## src/rtl/left_shift_logical_seq_pkg.sv

```systemverilog
// Shared shifter constants and FSM state encoding for the shift units.
package left_shift_logical_seq_pkg;

    localparam int unsigned WIDTH  = 32;
    localparam int unsigned STAGES = $clog2(WIDTH);
    localparam int unsigned STG_W  = $clog2(STAGES);

    // Encoding 2'd3 is unused; the FSM treats it as illegal and returns to IDLE.
    typedef enum logic [1:0] {
        S_IDLE  = 2'd0,
        S_SHIFT = 2'd1,
        S_DONE  = 2'd2
    } state_t;

endpackage

```

## src/rtl/left_shift_logical_seq_stage.sv

```systemverilog
// One combinational barrel stage: shifts left by 2**INDEX when i_en is set.
module left_shift_stage
    import left_shift_logical_seq_pkg::*;
#(
    parameter int unsigned INDEX = 0
) (
    input  logic [WIDTH-1:0] i_data,
    input  logic             i_en,
    output logic [WIDTH-1:0] o_data
);

    localparam int unsigned SHIFT = 32'(1) << INDEX;

    // Per-bit mux: keep the bit, or take the bit SHIFT places below (zero fill).
    for (genvar b = 0; b < int'(WIDTH); b++) begin : g_bit
        logic w_shifted_bit;

        if (b >= int'(SHIFT)) begin : g_src
            assign w_shifted_bit = i_data[b-int'(SHIFT)];
        end else begin : g_zero
            assign w_shifted_bit = 1'b0;
        end

        two_to_one_mux u_mux (
            .i_a   (i_data[b]),
            .i_b   (w_shifted_bit),
            .i_sel (i_en),
            .o_y   (o_data[b])
        );
    end

endmodule

```

## src/rtl/two_to_one_mux.sv

```systemverilog
// Single-bit 2:1 mux cell: o_y = i_sel ? i_b : i_a.
module two_to_one_mux (
    input  logic i_a,
    input  logic i_b,
    input  logic i_sel,
    output logic o_y
);

    assign o_y = i_sel ? i_b : i_a;

endmodule

```

## src/rtl/left_shift_logical_seq.sv

```systemverilog
// Multi-cycle 32-bit logical left shifter: one binary-weighted stage per clock.
module left_shift_logical_seq
    import left_shift_logical_seq_pkg::*;
(
    input  logic             clk,
    input  logic             rst_n,
    input  logic             start,
    input  logic [WIDTH-1:0] A,
    input  logic [WIDTH-1:0] B,
    output logic [WIDTH-1:0] R,
    output logic             busy,
    output logic             done
);

    localparam logic [STG_W-1:0] LAST_STAGE = STG_W'(STAGES - 1);

    state_t             r_state;
    logic [WIDTH-1:0]   r_work;
    logic [STAGES-1:0]  r_amt;
    logic               r_big;
    logic [STG_W-1:0]   r_stage;
    logic [WIDTH-1:0]   r_result;
    logic               r_busy;
    logic               r_done;

    logic [WIDTH-1:0]   w_stage_data [STAGES];
    logic [WIDTH-1:0]   w_shifted;
    logic               w_big;

    // Any set bit above the used shift-amount field means shift >= WIDTH.
    assign w_big = |B[WIDTH-1:STAGES];

    // All stages evaluate every cycle on the current work value.
    for (genvar s = 0; s < int'(STAGES); s++) begin : g_stage
        left_shift_stage #(
            .INDEX (s)
        ) u_stage (
            .i_data (r_work),
            .i_en   (r_amt[s]),
            .o_data (w_stage_data[s])
        );
    end

    // Pick the output of the stage selected by the stage counter.
    always_comb begin
        w_shifted = r_work;
        for (int unsigned s = 0; s < STAGES; s++) begin
            if (r_stage == STG_W'(s)) begin
                w_shifted = w_stage_data[s];
            end
        end
    end

    // FSM, operand registers and registered outputs.
    always_ff @(posedge clk or negedge rst_n) begin
        if (!rst_n) begin
            r_state  <= S_IDLE;
            r_work   <= '0;
            r_amt    <= '0;
            r_big    <= 1'b0;
            r_stage  <= '0;
            r_result <= '0;
            r_busy   <= 1'b0;
            r_done   <= 1'b0;
        end else begin
            case (r_state)
                S_IDLE, S_DONE: begin
                    r_done <= 1'b0;
                    if (start) begin
                        r_work  <= A;
                        r_amt   <= B[STAGES-1:0];
                        r_big   <= w_big;
                        r_stage <= '0;
                        r_state <= S_SHIFT;
                        r_busy  <= 1'b1;
                    end else begin
                        r_state <= S_IDLE;
                    end
                end
                S_SHIFT: begin
                    r_work  <= w_shifted;
                    r_stage <= r_stage + STG_W'(1);
                    if (r_stage == LAST_STAGE) begin
                        r_stage  <= '0;
                        r_state  <= S_DONE;
                        r_busy   <= 1'b0;
                        r_done   <= 1'b1;
                        r_result <= r_big ? '0 : w_shifted;
                    end
                end
                default: begin
                    r_state <= S_IDLE;
                    r_busy  <= 1'b0;
                    r_done  <= 1'b0;
                end
            endcase
        end
    end

    assign R    = r_result;
    assign busy = r_busy;
    assign done = r_done;

endmodule

```

## config.mk

```make
export PLATFORM = sky130hd
export DESIGN_NAME = left_shift_logical_seq
export DESIGN_NICKNAME = d
export VERILOG_FILES = /design/src/rtl/left_shift_logical_seq_pkg.sv /design/src/rtl/left_shift_logical_seq_stage.sv /design/src/rtl/two_to_one_mux.sv /design/src/rtl/left_shift_logical_seq.sv
export SDC_FILE = /design/constraint.sdc
export NUM_CORES = 1
export LEC_CHECK = 0
export CAP_MARGIN = 30
export CORE_MARGIN = 2
export CORE_UTILIZATION = 58
export DETAILED_ROUTE_END_ITERATION = 12
export PLACE_DENSITY_LB_ADDON = 0.2
export RECOVER_POWER = 50
export SLEW_MARGIN = 20
export SYNTH_ARGS = -nofsm -noshare
export SYNTH_HDL_FRONTEND = slang
export SYNTH_SLANG_ARGS = --single-unit
```

## constraint.sdc

```tcl
create_clock -name clk -period 5.7 [get_ports clk]
set_clock_uncertainty 0.05 [all_clocks]
set_input_delay 1.425 -clock clk [delete_from_list [all_inputs] [get_ports clk]]
set_output_delay 1.425 -clock clk [all_outputs]
set_load 0.02 [all_outputs]
```

==> results by group <==
Critical path
  – CP Max Fanout: 54
  – CP Launch Type: flip-flop
  – Setup crit end kind: flip-flop
  – Crit path largest cell delay: 0.90 ns
  – WP data arrival: 3.86 ns
  – WP data required: 5.98 ns
  – Critical path class: flip-flop to flip-flop
  – Cell at the slowest stage of the critical path: nand4b_1
  – Cell chain of the critical path: inv_1 > ha_1 > nand4b_1 > buf_4 > o22ai_2 > o2bb2ai_1 > a221o_1

Power
  – Leakage Power: 2.756 nW
  – Final total power: 4.312 mW
  – Worst vdd ir: 0.0003969 V
  – Pint: 2.105 mW
  – Sw Share: 51.18%
  – Power share of the clock group: 9.6%
  – P_sw: 2.207 mW
  – PwrDens: 633.7 nW/um^2
  – Combinational share of power: 60.6%
  – Flop pwr share: 29.8%

STA
  – Final setup fails: 0
  – Max-slew violation count: 36
  – Final Cycle Share: 62.83%
  – Max Clk Rate: 279.2 MHz
  – Fin Hold WS: 0.4236 ns
  – Fin Setup TNS: 0 ns
  – Worst-Margin Slew: 2.149 ns
  – Worst rel slew slack: -43.30%
  – Final Hold Violating Endpoints: 0
  – Setup WS post-layout: 2.119 ns
  – RSZ-0062 raised after global routing: no
  – Tmin final: 3.581 ns

Logic synthesis
  – Seq cells post-synth: 76
  – Synthesized area: 5782 sq um
  – Syn_nets: 722
  – Post-synth top area share: 32.89%
  – Asr flop ratio synth: 100.0%
  – Post-synth top flop: dfrtp_1
  – Synth top area cells: dfrtp_1 (33%), mux2i_1 (12%), nand2_1 (4.4%)
  – Post-synthesis sequential area ratio: 32.89%
  – Syn Area/Cell: 8.895 sq um
  – Largest area contributor in the netlist: dfrtp_1
  – Cell variety after synth: 58
  – Ys Warns: 0
  – Number of flops mapped to enable cells by yosys: 0
  – Syn Inst Count: 650

CTS
  – Clock tree from TritonCTS: done
  – Root buf cell: clkbuf_8
  – Post-CTS Setup Inserts: 0
  – Worst-Skew Late Latency: 0.40 ns
  – # resized after CTS: 0
  – H-tree level count: 3
  – Worst-path clk slew: 0.09 ns
  – Clock buffer depth: 2
  – Hold_buf cts: 0
  – Cts bufs inserted: 9
  – # clock sinks: 76

Floorplan
  – Cell Rows: 36
  – Die Height: 103.8 um
  – Initial Utilization: 59.43%
  – Die span in x: 103.8 um
  – Number of I/O pins: 101
  – Core Region: 9729 sq um
  – Die area: 10780 sq um

Worst hold path
  – Hold Path Class: flip-flop to flip-flop

Global routing
  – Vias in the first global route: 5455
  – First-pass GRT wire length: 28360 um
  – GRT overflow: 0
  – Total GRT Usage: 32.61%
  – Largest net degree at the start of global routing: 77
  – Initial antenna violation count: 0

Place
  – Placed insts: 802
  – Worst slack, placed: 1.979 ns
  – Placed instance area: 6584 sq um
  – Buffers on Ports: 100
  – Hpwl dp: 11620 um
  – Final GP Congestion: 0.9375

Finish
  – Layout cells sized above 1: 7.715%
  – Post-layout util: 69.95%
  – Final nets: 754
  – # fillers: 789
  – Ant diodes: 0
  – Design area: 6805 sq um
  – Non-filler cells in the finished layout: 820
  – Area growth from synthesis to layout: 17.70%

Flow run
  – MaxCap Viol Count: 1

Route
  – Highest metal used: met4
  – WL met3: 1874 um
  – Routed WL: 17960 um
  – Avg WL per Cell: 21.90 um
  – Detail Route Antenna Nets: 0
  – Vias per cell: 6.971
  – M1 wire length: 7132 um
  – # DRC: 0
  – Router iterations before antenna repair: 6
  – WL met2: 8184 um
  – Routed vias: 5716
  – Iter 0 DRT Violations: 810

Run status
  – Status: finished with violations
  – Failing checks: capacitance limit, slew limit
[power by group through the flow]
stage	clock [mW]	combinational, mW	sequential (mW)
4_1_cts	0.409	2.53	1.28
3_5_place_dp	0	2.51	1.29
2_1_floorplan	0	2.12	1.00
5_1_grt	0.433	2.80	1.31
3_3_place_gp	0	2.41	1.27
6_report	0.413	2.61	1.29
[path summary, 6_finish.rpt]
kind / start / end / slack (ns) / depth (start not counted)
max: r_stage[0]$_DFFE_PN0P_ / r_work[11]$_DFFE_PN0P_ / 2.12 / 7
min: R[28]$_DFFE_PN0P_ / R[28]$_DFFE_PN0P_ / 0.42 / 2
max reg2reg: r_stage[0]$_DFFE_PN0P_ / r_work[11]$_DFFE_PN0P_ / 2.12 / 7
min reg2reg: R[28]$_DFFE_PN0P_ / R[28]$_DFFE_PN0P_ / 0.42 / 2
max in group asynchronous: rst_n / r_amt[1]$_DFFE_PN0P_ / 2.77 / 1
min in group asynchronous: rst_n / r_work[28]$_DFFE_PN0P_ / 1.60 / 1
[layout make-up]
class	instances	area, sq um	share of cell area (%)
multi-input cells	479	3417	50.21
flip-flops and latches	76	1902	27.95
repair buffers	111	1117	16.42
well taps	133	166.4	2.445
clock buffers	9	123.9	1.820
clock inverters	7	60.06	0.8825
inverters	5	18.77	0.2758
[registers in the layout, summed over array words and instances, names as in the netlist]
register / cells
R: 32
r_work: 32
r_amt: 5
r_stage: 3
busy: 1
done: 1
r_big: 1
r_state: 1
[per-layer routing]
metal | global-route usage, % | up-vias
li1 | - | 2541
met1 | 44.09 | 2719
met2 | 49.77 | 377
met3 | 5.790 | 79
met4 | 17.66 | 0
met5 | 0 | -
[layout by cell type, fill, tap and decap left out, types with 3 or more instances in the layout]
cell             instances
a211oi_1                 3
a21o_1                   8
a21oi_1                 28
a221o_1                 14
a221oi_1                11
a22oi_1                  6
a31oi_1                 15
and2_1                  16
and4b_1                 12
buf_4                    8
clkbuf_8                 9
clkdlybuf4s50_1         92
clkinvlp_4               3
dfrtp_1                 76
dlygate4sd3_1            7
ha_1                     5
inv_1                    4
mux2_2                  13
mux2i_1                 71
nand2_1                 68
nand2b_1                 5
nand3_1                  5
nand4b_1                 3
nor2_1                  16
nor2b_1                  8
nor4_1                   7
o211ai_1                16
o21ai_0                 33
o21ai_1                  4
o221ai_1                12
o22ai_1                 30
o2bb2ai_1               15
o31ai_1                 25
[worst max-delay path: cells and delay by family (launching register included)]
family | cells | cell delay (ns)
AOI/OAI and AO/OA | 3 | 0.71
adders and majority gates | 1 | 0.70
buffers and inverters | 2 | 0.71
DFF | 1 | 0.44
and+or+nand+nor | 1 | 0.90
[cell usage after synthesis (4+ instances only)]
cell / instances
a21o_1: 8
a21oi_1: 28
a221o_1: 14
a221oi_1: 11
a22oi_1: 6
a31oi_1: 15
and2_1: 16
and4b_1: 12
buf_1: 4
buf_2: 30
buf_4: 9
buf_6: 4
clkbuf_1: 42
dfrtp_1: 76
ha_1: 5
inv_1: 4
mux2_2: 13
mux2i_1: 71
nand2_1: 68
nand2b_1: 5
nand3_1: 5
nor2_1: 16
nor2b_1: 9
nor4_1: 7
o211ai_1: 16
o21ai_0: 33
o21ai_1: 4
o221ai_1: 12
o22ai_1: 30
o2bb2ai_1: 15
o31ai_1: 25
[cell families (layout without fill, tap and decap cells)]
logic type / count (synthesis) / in the layout / synth area share, %
buffers and inverters: 95 / 132 / 7.941
AOI/OAI and AO/OA: 234 / 234 / 28.50
adders and majority gates: 5 / 5 / 1.082
DFF: 76 / 76 / 32.89
muxes: 84 / 84 / 14.82
and+or+nand+nor: 156 / 156 / 14.76
Power figures use the tool's default switching activity.
==> patch, RTL diff (same flow settings) <==
Make the reset (`rst_n`) synchronous in one clocked block.
--- a/src/rtl/left_shift_logical_seq.sv
+++ b/src/rtl/left_shift_logical_seq.sv
@@ -54,3 +54,3 @@
     // FSM, operand registers and registered outputs.
-    always_ff @(posedge clk or negedge rst_n) begin
+    always_ff @(posedge clk) begin
         if (!rst_n) begin
Check against the original RTL: differs if rst_n is asserted again (counterexample within 4 cycles, from zero or initial values and one cycle with rst_n low); with rst_n held inactive, the same outputs for 4 cycles.
==> patch against the unedited design <==
- the flow still finishes with violations (max-capacitance violations, max-slew violations)
- final area down 1.2%
- maximum frequency shrank 18%
- wire length up 1.4%
- synthesized area fell by 1.0%
- register-to-register slack got worse by 0.02 ns
- non-clock buffer count grew 1
- worst setup slack got worse by 0.80 ns
- core utilization decreased by 0.53 points
- sequential cell count is 1 higher
Power is left out: it rests on default switching activity, and per cell area and clock period it moved more than threefold.
==> patch: results (changes against the unedited design) <==
- Depth of the worst register-to-register path: 6 (-1)
- Fraction of layout cells with a size suffix above 1: 0.108 (+0.0311)
- Asr flop ratio synth: 0 (-1.00)
- Mux contribution to synthesized area: 0.164 (+0.0157)
- Crit Path Max Fanout: 30 (-44%)
- Dpl cell area: 6520 um^2 (-0.99%)
- Number of global-route vias before repair: 5418 (-0.68%)
- Final Wtd Congestion: 0.882 (-5.9%)
- Metal3 WL: 2.15 mm (+15%)
- CP peak stage delay: 1.15 ns (+0.25 ns)
- WL final: 18.2 mm (+1.4%)
- Clk Latency, worst-skew pair: 0.37 ns (-0.03 ns)
- Slowest-stage cell, CP: clkbuf_1
- Outcome: complete, but fails checks
- Dominant cells by area after synthesis: dfxtp_1 27%, mux2i_1 9.4%, mux2_2 6.7%
- Max Cap Violations: 1 (unchanged)
- Vias/cell: 6.72 (-3.7%)
- Hold path start: R[11]$_SDFFE_PN0P_
- Flop2flop setup slack: 2.10 ns (-0.02 ns)
- Distinct cell type count after synthesis: 49 (-16%)
- Syn nets: 786 (+8.9%)
- CP arrival: 4.58 ns (+0.72 ns)
- Commonest cells in the netlist: 82 x nand2_1, 77 x dfxtp_1, 59 x o21ai_0
- Failing checks: max-capacitance violations, max-slew violations
- NumNets Final: 815 (+8.1%)
- Synth Area in Adders: 0.0109 (+0.000109)
- Fin. max-slew vios: 31 (-14%)
patch: area by class of cell:
type	count	area [um^2]	share of cell area
clock buffer	10	138	0.0205
inverter	7	26.3	0.00391
sequential	77	1540	0.229
timing repair buffer	112	1100	0.164
multi-input combinational	536	3700	0.551
tap	133	166	0.0248
clock inverter	6	46.3	0.00689
patch: worst reg2reg max path: cells and delay by family (launching register included):
family	cells	cell delay (ns)
DFF	1	0.88
and+or+nand+nor	4	2.15
AOI/OAI and AO/OA	1	0.06
buffers and inverters	1	0.36
patch: logic make-up after synthesis:
kind of cell | Yosys count
AO/OA/AOI/OAI | 251
AND/OR/NAND/NOR | 191
buffers and inverters | 101
multiplexers | 89
flip-flops | 77
adder cells (fa/ha/maj) | 5
patch: worst max-delay path by stage:
stage,end,slack [ns],cells past startpoint
floorplan,r_work[20]$_SDFFE_PN0P_,3.25,5
global placement,r_work[30]$_SDFFE_PN0P_,1.99,7
detailed placement,r_work[21]$_SDFFE_PN0P_,1.87,7
CTS,r_work[21]$_SDFFE_PN0P_,2.26,7
global route,r_work[18]$_SDFFE_PN0P_,1.13,7
finish,r_work[21]$_SDFFE_PN0P_,1.32,7
patch: per-stage QoR:
step	utilization	hold WS [ns]	instances	setup slack, ns
2_1_floorplan	-	0.416	714	3.25
3_3_place_gp	0.672	0.403	861	1.99
3_5_place_dp	0.673	0.410	862	1.87
4_1_cts	0.692	0.422	878	2.26
5_1_grt	0.694	0.451	881	1.13
6_report	0.694	0.414	881	1.32
patch: layer usage:
layer / vias to the layer above / track usage
met2: 412 / 0.509
li1: 2696 / -
met3: 66 / 0.0733
met1: 2742 / 0.485
met4: 0 / 0.137
met5: - / 0
